### config.mk
export PLATFORM = sky130hd
export DESIGN_NAME = regfile_write_arbiter
export DESIGN_NICKNAME = d
export VERILOG_FILES = /design/src/rtl/regfile_write_arbiter.sv
export SDC_FILE = /design/constraint.sdc
export NUM_CORES = 1
export LEC_CHECK = 0
export ABC_AREA = 1
export BUFFER_PORTS_ARGS = -buffer_cell sky130_fd_sc_hd__buf_2
export CELL_PAD_IN_SITES_DETAIL_PLACEMENT = 2
export CELL_PAD_IN_SITES_GLOBAL_PLACEMENT = 2
export CORE_ASPECT_RATIO = 0.9
export CORE_MARGIN = 2
export CORE_UTILIZATION = 26
export DETAILED_ROUTE_END_ITERATION = 10
export PLACE_DENSITY_LB_ADDON = 0.1
export SLEW_MARGIN = 40
export SYNTH_ARGS = -nofsm -noshare
export SYNTH_HDL_FRONTEND = slang
export SYNTH_SLANG_ARGS = --single-unit
### constraint.sdc
create_clock -name clk -period 2 [get_ports clk]
set_clock_uncertainty 0.2 [all_clocks]
set_input_delay 0.4 -clock clk [delete_from_list [all_inputs] [get_ports clk]]
set_output_delay 0.4 -clock clk [all_outputs]
set_load 0.01 [all_outputs]
### src/rtl/regfile_write_arbiter.sv
// rtl/regfile_write_arbiter.sv - two-requester write-port arbiter for the register file
// Round-robin between A and B, with an A burst lock and a B starvation guard, feeding a 1-entry output stage.
module regfile_write_arbiter #(
  parameter int DATA_W   = 4,
  parameter int ADDR_W   = 2,
  parameter int MAX_WAIT = 3
) (
  input  logic                 clk,
  input  logic                 rst_n,
  input  logic                 a_valid,
  input  logic                 a_lock,
  input  logic [ADDR_W-1:0]    a_rd,
  input  logic [DATA_W-1:0]    a_data,
  output logic                 a_ready,
  input  logic                 b_valid,
  input  logic [ADDR_W-1:0]    b_rd,
  input  logic [DATA_W-1:0]    b_data,
  output logic                 b_ready,
  output logic                 reg_write,
  output logic [ADDR_W-1:0]    wr_rd,
  output logic [DATA_W-1:0]    wr_data,
  output logic [2**ADDR_W-1:0] wr_busy,
  output logic [7:0]           conflict_cnt
);

  typedef enum logic {RR_A = 1'b0, RR_B = 1'b1} rr_t;

  rr_t        rr_ptr, rr_next;
  logic [3:0] b_wait, b_wait_next;
  logic       both, b_force, a_pri, a_grant, b_grant;

  // a_pri: A wins a contested cycle; the starvation guard overrides both lock and pointer
  always_comb begin
    both     = a_valid & b_valid;
    b_force  = (b_wait == 4'(MAX_WAIT));
    a_pri    = !b_force && (a_lock || (rr_ptr == RR_A));
    a_grant  = rst_n && a_valid && (!b_valid || a_pri);
    b_grant  = rst_n && b_valid && (!a_valid || !a_pri);
    a_ready  = a_grant;
    b_ready  = b_grant;
  end

  always_comb begin
    rr_next     = rr_ptr;
    b_wait_next = b_wait;
    if (a_grant)
      rr_next = RR_B;
    else if (b_grant)
      rr_next = RR_A;
    if (!b_valid || b_grant)
      b_wait_next = 4'd0;
    else if (b_wait != 4'(MAX_WAIT))
      b_wait_next = b_wait + 4'd1;
  end

  always_ff @(posedge clk or negedge rst_n) begin
    if (!rst_n) begin
      rr_ptr <= RR_A;
      b_wait <= 4'd0;
    end else begin
      rr_ptr <= rr_next;
      b_wait <= b_wait_next;
    end
  end

  // wr_rd/wr_data hold their last value when no grant occurs
  always_ff @(posedge clk or negedge rst_n) begin
    if (!rst_n) begin
      reg_write <= 1'b0;
      wr_rd     <= '0;
      wr_data   <= '0;
    end else begin
      reg_write <= a_grant | b_grant;
      if (a_grant) begin
        wr_rd   <= a_rd;
        wr_data <= a_data;
      end else if (b_grant) begin
        wr_rd   <= b_rd;
        wr_data <= b_data;
      end
    end
  end

  always_ff @(posedge clk or negedge rst_n) begin
    if (!rst_n)
      conflict_cnt <= 8'd0;
    else if (both && (conflict_cnt != 8'hFF))
      conflict_cnt <= conflict_cnt + 8'd1;
  end

  always_comb begin
    wr_busy = '0;
    if (reg_write)
      wr_busy[wr_rd] = 1'b1;
  end

endmodule

* Word-level counts from Yosys, hierarchy flattened
Cells that the tools add are included.
** Word-level totals
- Memories kept :: 0
- Output and inout bits :: 21
- Word-level logic and storage cells :: 44
- Bits in latches :: 0
- Memory bits (read-only) :: 0
- Bits in registers :: 20
- Bits of input ports :: 17
- Memory bits (writable) :: 0
** Operators by class
- Shift operators :: 0
- Multipliers :: 0
- Add/subtract/negate cells :: 2
- Muxes and demuxes :: 11
- Order comparisons :: 2
- Eq/ne operators :: 3
- Divide/modulo/power cells :: 0
- Reduce and logical (&&, ||, !) cells :: 17
- Bitwise gates (word level) :: 3
** Operators with widths (number)
- $mux 4 :: 5
- $add 8x1->8 const B :: 1
- $ne 8x8->1 const B :: 1
- $logic_and 1x1->1 :: 7
- $add 4x1->4 const B :: 1
- $eq 4x2->1 const B :: 1
- $logic_not 1->1 :: 4
- $logic_or 1x1->1 :: 4
- $mux 2 :: 2
- $ne 4x2->1 const B :: 1
- $reduce_bool 2->1 :: 2
- $lt 2x3->1 const B :: 1
- $mux 1 :: 3
- $demux 1 s2 :: 1
- $ge 2x1->1 const B :: 1
- $and 1x1->1 :: 1
- $not 1->1 :: 1
- $or 1x1->1 :: 1

* Depth between registers and ports, before layout
Gate-level depths: netlist of the first run.
- Depth after elaboration :: 8
- Gate-level depth with buffers :: 8
- Gate-level depth less buffers :: 8

* Worst setup path before layout of the first run
No wires, ideal clock.
- Path type :: register -> output
- From :: reg b_wait[0]
- To :: out a_ready
- Stages on the path, launching flop included :: 7
- Path slack :: 0.322 ns
- Arrival :: 1.078 ns
- Cells stage by stage :: dfrtp_1 > ha_1 > nand2_1 > nand2_1 > nand2_2 > nand2_2 > inv_1
** On the way
- Word-level cells in the longest chain between the ends :: 5
** RTL lines
- from (decl) :: RTL line 29 : logic [3:0] b_wait, b_wait_next;
- from (signal assigned) :: RTL line 62 : b_wait <= b_wait_next;
- $eq 4x2->1 :: RTL line 35 : b_force = (b_wait == 4'(MAX_WAIT));
- $logic_not 1->1 :: RTL line 36 : a_pri = !b_force && (a_lock || (rr_ptr == RR_A));
- $logic_and 1x1->1 :: RTL line 36
- $logic_or 1x1->1 :: RTL line 37 : a_grant = rst_n && a_valid && (!b_valid || a_pri);
- $logic_and 1x1->1 :: RTL line 37
- to (decl) :: RTL line 14 : output logic a_ready,
Every way passes these cells.

* Worst setup path after layout of the first run
- From :: reg b_wait[0]
- To :: out b_ready
** On the way
- Word-level cells in the longest chain between the ends :: 6
** RTL lines
- $eq 4x2->1 :: RTL line 35
- $logic_not 1->1 :: RTL line 36
- $logic_and 1x1->1 :: RTL line 36
- $logic_not 1->1 :: RTL line 38 : b_grant = rst_n && b_valid && (!a_valid || !a_pri);
- $logic_or 1x1->1 :: RTL line 38
- $logic_and 1x1->1 :: RTL line 38
- to (decl) :: RTL line 18 : output logic b_ready,
Every way passes these cells.

==> flow_summary.toml, run 1 <==
[yosys]
yosysWarningCount = 0
mapped_nets = 169
synth_top_cell_area_share_pct = 44.44
netlist_instances = 150
synthArstFlopShare_pct = 100.0
ys_ff_latch = 20
synth.yosys.seq_area_share_pct = 44.44
synthesis.area_per_instance_um2 = 7.507
yosys-top-cells-area = "sky130_fd_sc_hd__dfrtp_1 (44%), sky130_fd_sc_hd__nand2_1 (16%), sky130_fd_sc_hd__inv_1 (9.7%)"
yosys_most_used_dff = "sky130_fd_sc_hd__dfrtp_1"
synth.lib_cells_used.distinct = 20
synth_enable_flop_cells = 0
syn-cell-area_mm2 = 0.001126
synthDominantAreaCellType = "sky130_fd_sc_hd__dfrtp_1"

[drt]
detail_route.wl_per_cell_um = 12.88
wl_um = 3208
post-route-drc-count = 0
antenna_violating_nets_post_route = 0
vias_per_cell = 4.510
dr.first_iter.drc_count = 21
first_pass_iters = 3
num_vias = 1123

[floorplanning]
dieArea_mm2 = 0.004874
die_x_um = 73.37
top_level_ports = 38
dieHeight_um = 66.44
placementRows = 22
initial_utilization_pct = 27.27
core_area_mm2 = 0.004129

[final_layout]
fin_cells = 249
antenna_cells_inserted = 0
fillers = 494
num-nets-final = 222
stdcell_area_mm2 = 0.001524
final_layout_size_suffix_gt1_share_pct = 32.84
area_delta_synth_final_pct = 35.33

[power]
total_power_w = 0.001196
power_leakage_nw = 0.9109
power_density_over_the_cells_mw_per_mm2 = 784.9
ir_drop_mv = 0.4584

[setup_path]
worst_setup_path_start_kind = "register"
crit_fanout = 3
critPathMostFrequentCell = "sky130_fd_sc_hd__nand2_4"
timing.critical_path.slowest_cell_delay_ps = 400
worstPathArrival_ps = 1330
worst_path_max_delay_cell = "sky130_fd_sc_hd__dfrtp_1"
timing.critical_path.buf_inv = 2
path_cells = "ha_2, nand2_4, nand2_4, o21ai_2, inv_1, buf_2"
worst_ep_required_time_ps = 1400
timing_worst_setup_path_type = "register to primary output"
critical_path.top_delay_family = "flip-flops"
crit_path_end_kind = "primary output"

[sta]
layout_worst_path_cycle_share_pct = 96.73
tightest_slew_ps = 408.5
setup_viol = 0
max_slew_margin_pct = 72.77
drv_slew = 0
timing.setup.tns_ps = 0
achievable-frequency_mhz = 516.9
finalHoldViolations = 0
final_period_minus_worst_setup_slack_ps = 1935

[clock_network]
ctsLongestPathBuffers = 2
cts-buffers-inserted = 3
cts-root-buf = "sky130_fd_sc_hd__clkbuf_8"
clock_latency_ps = 250
cts.sink_count = 20
htree_num_levels = 1
clkSlewWorstSetupHoldPaths_ps = 70
cts_tree = "done"

[run]
max-cap-violations = 0

[grt]
grt_antenna_before_repair = 0
grt_pass1_wl_um = 5644
track_usage_pct = 15.00
gr-total-overflow = 0
vias_in_the_first_global_route = 1242
largest_net_degree_at_the_start_of_global_routing = 11

[run_status]
run_status = "complete, no violations"

[placement]
placed_instances = 239
postPlaceCellArea_mm2 = 0.001401
routabilityCongestion = 0.7168
port_buffers = 37
detailed_place_hpwl_um = 2599

[hold_path]
min-delay-path-class = "primary input to register"
==> tightest hold or removal path, cell delays in order <==
cell and delay, ps:
sky130_fd_sc_hd__buf_2 70, sky130_fd_sc_hd__inv_1 30, sky130_fd_sc_hd__nand2_1 50, sky130_fd_sc_hd__nand3_1 60
sky130_fd_sc_hd__nand2_1 60
==> cells by family (layout without fill, tap and decap cells) <==
family	count (synthesis)	in the layout	share of synthesized area (%)
XOR/XNOR	7	7	6.111
AO/OA/AOI/OAI	8	8	3.555
buffers and inverters	31	82	10.33
AND/OR/NAND/NOR	82	82	33.33
adder cells (fa/ha/maj)	2	2	2.222
flip-flops	20	20	44.44
==> where the power goes <==
part | internal, W | switching, W
logic | 0.000172 | 0.000221
clock network | 0.000134 | 0.000126
registers | 0.000474 | 0.0000695
==> routing by layer <==
metal | vias up | track usage [%] | share of wire [%]
li1 | 555 | - | -
met1 | 541 | 18.16 | 45
met5 | - | 0 | 0
met4 | 0 | 2.045 | 0.44
met2 | 25 | 27.25 | 50
met3 | 2 | 3.811 | 4.1
==> final cells by class <==
type / count / area, um2 / area share, %
Inverter: 31 / 116.4 / 7.636
Sequential cell: 20 / 500.5 / 32.84
Clock buffer: 3 / 41.29 / 2.709
Multi-Input combinational cell: 99 / 535.5 / 35.14
Timing Repair Buffer: 48 / 270.3 / 17.73
Tap cell: 48 / 60.06 / 3.941
==> flip-flops by register name, indices dropped and copies added, names as in the netlist <==
register and count:
reg_write 1, wr_data 4, wr_rd 2, rr_ptr 1, b_wait 4, conflict_cnt 8
==> timing repair <==
item	CTS	global route
setup buffers	2	4
endpoints found under the setup margin	2	2
hold endpoints to repair	20	0
pin swaps	0	5
hold buffers	1	0
resized for setup	5	2
==> cell usage in the layout (no fill, tap or decap) <==
cell type	instances
sky130_fd_sc_hd__nand2_1	45
sky130_fd_sc_hd__xor2_1	5
sky130_fd_sc_hd__buf_2	37
sky130_fd_sc_hd__nor2_1	4
sky130_fd_sc_hd__nor2_2	1
sky130_fd_sc_hd__a21oi_1	4
sky130_fd_sc_hd__ha_1	1
sky130_fd_sc_hd__nand2_4	4
sky130_fd_sc_hd__clkbuf_8	3
sky130_fd_sc_hd__o21ai_0	1
sky130_fd_sc_hd__dfrtp_1	20
sky130_fd_sc_hd__dlygate4sd3_1	1
sky130_fd_sc_hd__nand2_2	3
sky130_fd_sc_hd__buf_4	10
sky130_fd_sc_hd__nand3_1	16
sky130_fd_sc_hd__xor2_2	1
sky130_fd_sc_hd__inv_1	29
sky130_fd_sc_hd__o21ai_1	2
sky130_fd_sc_hd__nand3b_1	1
sky130_fd_sc_hd__xnor2_1	1
sky130_fd_sc_hd__o21ai_2	1
sky130_fd_sc_hd__or2_2	2
sky130_fd_sc_hd__nor3_1	5
sky130_fd_sc_hd__ha_2	1
sky130_fd_sc_hd__nor3_4	1
sky130_fd_sc_hd__inv_2	2
==> per-stage QoR <==
step | hold WS (ps) | setup slack [ps] | utilization (%)
2_1_floorplan | -95.59 | 322.2 | -
3_3_place_gp | 185.3 | 229.8 | 33.94
3_5_place_dp | 191.8 | 172.4 | 33.94
4_1_cts | 242.8 | 30.11 | 35.94
5_1_grt | 274.9 | -6.967 | 36.91
6_report | 245.2 | 65.37 | 36.91
==> worst paths after layout <==
| kind | start | end | slack (ps) | cells after the start |
|---|---|---|---|---|
| min in group asynchronous | rst_n | rr_ptr | 510 | 3 |
| max in group asynchronous | rst_n | conflict_cnt[3] | 950 | 3 |
| setup / recovery | b_wait[0] | b_ready | 70 | 6 |
| setup reg to reg | conflict_cnt[0] | conflict_cnt[3] | 400 | 6 |
| hold / removal | b_data[1] | wr_data[1] | 250 | 5 |
| hold reg to reg | wr_data[2] | wr_data[2] | 290 | 2 |
==> cells in the mapped netlist (2+ instances only) <==
library cell              instances
sky130_fd_sc_hd__or2_2            2
sky130_fd_sc_hd__xor2_1           5
sky130_fd_sc_hd__nand2_1         47
sky130_fd_sc_hd__dfrtp_1         20
sky130_fd_sc_hd__nand2_2          4
sky130_fd_sc_hd__inv_1           29
sky130_fd_sc_hd__a21oi_1          4
sky130_fd_sc_hd__nor2_1           4
sky130_fd_sc_hd__o21ai_1          3
sky130_fd_sc_hd__ha_1             2
sky130_fd_sc_hd__nand3_1         16
sky130_fd_sc_hd__inv_2            2
sky130_fd_sc_hd__nor3_1           5
Note: power is estimated with default switching activity, not from simulation.
==> run 2, diff against run 1 <==
- ABC_AREA: 1 -> not set
- BUFFER_PORTS_ARGS: -buffer_cell sky130_fd_sc_hd__buf_2 -> -buffer_cell sky130_fd_sc_hd__buf_4
- CORE_UTILIZATION: 26 -> 29
==> run 2 against run 1 <==
Compared with the run above:
- the flow now finishes with violations (negative setup slack)
- first-iteration DRC count grew 90%
- total power up 21%
- count of clock-buffer cells in the layout grew 1
- cell area grew 9.5%
- critical path depth fell by 2
- via count is 0.98% lower
- synthesized area grew 4.6%
- core utilization increased by 6.9 points
- sequential share of layout area decreased by 2.9 points
- hold slack got worse by 32 ps
- fmax shrank 8.3%
- die area shrank 5.9%
- critical path type unchanged
==> flow_summary.toml, run 2 <==
[final_layout]
antenna_cells_inserted = 0
num-nets-final = 189
area_delta_synth_final_pct = 41.76
most_common_library_cell_in_the_layout_ignoring_fill_and_taps = "sky130_fd_sc_hd__buf_4"
reg_top3 = "conflict_cnt: 8 flops, b_wait: 4 flops, wr_data: 4 flops"
largest-register = "conflict_cnt"
final_layout_size_suffix_gt1_share_pct = 40.24
largest_reg_flops = 8
fillers = 421
layout.cells.most_common_list = "sky130_fd_sc_hd__buf_4 (50), sky130_fd_sc_hd__dfrtp_1 (20), sky130_fd_sc_hd__nor2_1 (12)"
stdcell_area_mm2 = 0.001669

[placement]
detailed_place_hpwl_um = 2595
postPlaceCellArea_mm2 = 0.001503
routabilityCongestion = 0.8062
port_buffers = 37

[floorplanning]
placementRows = 21
top_level_ports = 38
dieArea_mm2 = 0.004587
die_x_um = 71.17
dieHeight_um = 64.45
core_area_mm2 = 0.003810
initial_utilization_pct = 30.90

[setup_path]
worst_setup_path_start_kind = "register"
crit_fanout = 4
timing_worst_setup_path_type = "register to primary output"
worst_setup_path_startpoint = "b_wait[1]"
worst_ep_required_time_ps = 1400
crit_path_end_kind = "primary output"
worstReg2RegStart = "b_wait[1]"
worstPathArrival_ps = 1510

[yosys]
synth.yosys.seq_area_share_pct = 42.51
yosys-top-cells-area = "sky130_fd_sc_hd__dfrtp_1 (43%), sky130_fd_sc_hd__mux2_2 (4.8%), sky130_fd_sc_hd__nand3_1 (3.8%)"
netlist_instances = 120
synth_enable_flop_cells = 0
yosysWarningCount = 0
synth_top_cell_area_share_pct = 42.51
synth.lib_cells_used.distinct = 37
synth.top_cells.by_count = "sky130_fd_sc_hd__dfrtp_1 (20), sky130_fd_sc_hd__nor2_1 (12), sky130_fd_sc_hd__nand3_1 (9), sky130_fd_sc_hd__nand2_1 (8)"
mapped_nets = 139
synthMostInstantiatedCell = "sky130_fd_sc_hd__dfrtp_1"
ys_ff_latch = 20
synthesis.area_per_instance_um2 = 9.811
synthArstFlopShare_pct = 100.0
synthDominantAreaCellType = "sky130_fd_sc_hd__dfrtp_1"
syn-cell-area_mm2 = 0.001177
yosys_most_used_dff = "sky130_fd_sc_hd__dfrtp_1"

[sta]
timing.setup.tns_ps = -110.8
achievable-frequency_mhz = 473.8
postLayoutSetupSlackWorst_ps = -110.8
setup_viol = 1
tightest_slew_ps = 478.6
fin_worst_hold_slack_ps = 213.7
drv_slew = 0
max_slew_margin_pct = 68.09
finalHoldViolations = 0
grt_setup_unrepaired = "yes"
final_period_minus_worst_setup_slack_ps = 2111
layout_worst_path_cycle_share_pct = 105.5

[clock_network]
cts_tree = "done"
ctsLongestPathBuffers = 2
htree_num_levels = 1
clock_latency_ps = 270
cts.sink_count = 20
cts-root-buf = "sky130_fd_sc_hd__clkbuf_8"
cts-buffers-inserted = 3
clkSlewWorstSetupHoldPaths_ps = 80

[grt]
grt_pass1_wl_um = 6127
grt_antenna_before_repair = 0
largest_net_degree_at_the_start_of_global_routing = 15
vias_in_the_first_global_route = 1220
track_usage_pct = 17.03
gr-total-overflow = 0

[drt]
post-route-drc-count = 0
dr.first_iter.drc_count = 40
antenna_violating_nets_post_route = 0
num_vias = 1112
vias_per_cell = 5.172
wl_um = 3599
first_pass_iters = 4
detail_route.wl_per_cell_um = 16.74

[hold_path]
min-delay-path-class = "primary input to register"
hold_path.startpoint = "b_rd[1]"

[power]
ir_drop_mv = 0.3577
power_leakage_nw = 0.7698
power_density_over_the_cells_mw_per_mm2 = 868.7

[run]
max-cap-violations = 0

[run_status]
run_status = "finished, violations left"
violated_checks = "negative setup slack"
[run 2: cell types whose count changed after synthesis, moves of 4 or more]
cell                      previous run  this run
sky130_fd_sc_hd__nor2_1              4        12
sky130_fd_sc_hd__a31oi_1             0         7
sky130_fd_sc_hd__inv_1              29         3
sky130_fd_sc_hd__mux2_2              0         5
sky130_fd_sc_hd__and3_1              0         7
sky130_fd_sc_hd__xor2_1              5         1
sky130_fd_sc_hd__nand2_2             4         0
sky130_fd_sc_hd__nand3_1            16         9
sky130_fd_sc_hd__o31ai_1             0         6
sky130_fd_sc_hd__nand2_1            47         8
[run 2: layout make-up]
type,count,area (um2),area share (%)
timing repair buffer,52,396.6,23.76
sequential,20,500.5,29.99
tap,46,57.56,3.448
clock buffer,4,55.05,3.298
inverter,3,11.26,0.6747
multi-input combinational,90,648.1,38.83
[run 2: power by group]
part | internal (W) | leakage, nW | switching (W)
clock | 0.000176 | 0.0288 | 0.000147
sequential | 0.000494 | 0.242 | 0.000130
combinational | 0.000272 | 0.499 | 0.000232
total | 0.000941 | 0.770 | 0.000509
[run 2: kinds of logic (layout without fill, tap and decap cells)]
group	count (synthesis)	in the layout	share of synthesized area [%]
adder cells (fa/ha/maj)	2	2	2.125
flip-flops	20	20	42.51
XOR/XNOR	3	3	2.232
AND/OR/NAND/NOR	56	56	27.31
multiplexers	6	6	5.632
buffers and inverters	10	59	4.994
AO/OA/AOI/OAI	23	23	15.20
[run 2: critical path, cell delays in order (launching register included)]
cell and delay, ps:
sky130_fd_sc_hd__dfrtp_1 400, sky130_fd_sc_hd__ha_4 170, sky130_fd_sc_hd__or3b_4 400, sky130_fd_sc_hd__a31oi_4 170, sky130_fd_sc_hd__buf_6 120
[run 2: worst paths after layout]
kind                                         to  slack, ps  cells past startpoint
max in group asynchronous       conflict_cnt[3]        900                      3
worst min register to register  conflict_cnt[0]        360                      1
worst max register to register           rr_ptr        160                      8
worst max-delay path                    b_ready       -110                      4
min in group asynchronous            wr_data[3]        310                      2
worst min-delay path                   wr_rd[1]        210                      3
[run 2: per-layer routing]
metal | wire, um | track usage [%] | up-vias
li1 | - | - | 537
met1 | 1660 | 23.14 | 552
met2 | 1762 | 28.24 | 19
met3 | 148 | 3.266 | 4
met4 | 27 | 3.538 | 0
met5 | 0 | 0 | -
[run 2: timing repair]
action | CTS | global route
buffers inserted | 6 | 3
hold buffers | 1 | 0
hold endpoints to repair | 20 | 0
setup endpoints to repair | 2 | 2
pin swaps | 2 | 3
gates resized for setup | 2 | 3
[run 2: stage by stage]
stage | utilization, % | power (W) | worst slack [ps] | std cells
after CTS | 42.66 | 0.001457 | -99.43 | 212
after global placement | 39.44 | 0.001071 | 127.6 | 201
after detailed placement | 39.44 | 0.001106 | 76.89 | 201
after floorplan | - | 0.0008499 | 83.89 | 120
after global routing | 43.81 | 0.001553 | -169.2 | 215
final | 43.81 | 0.001450 | -110.8 | 215
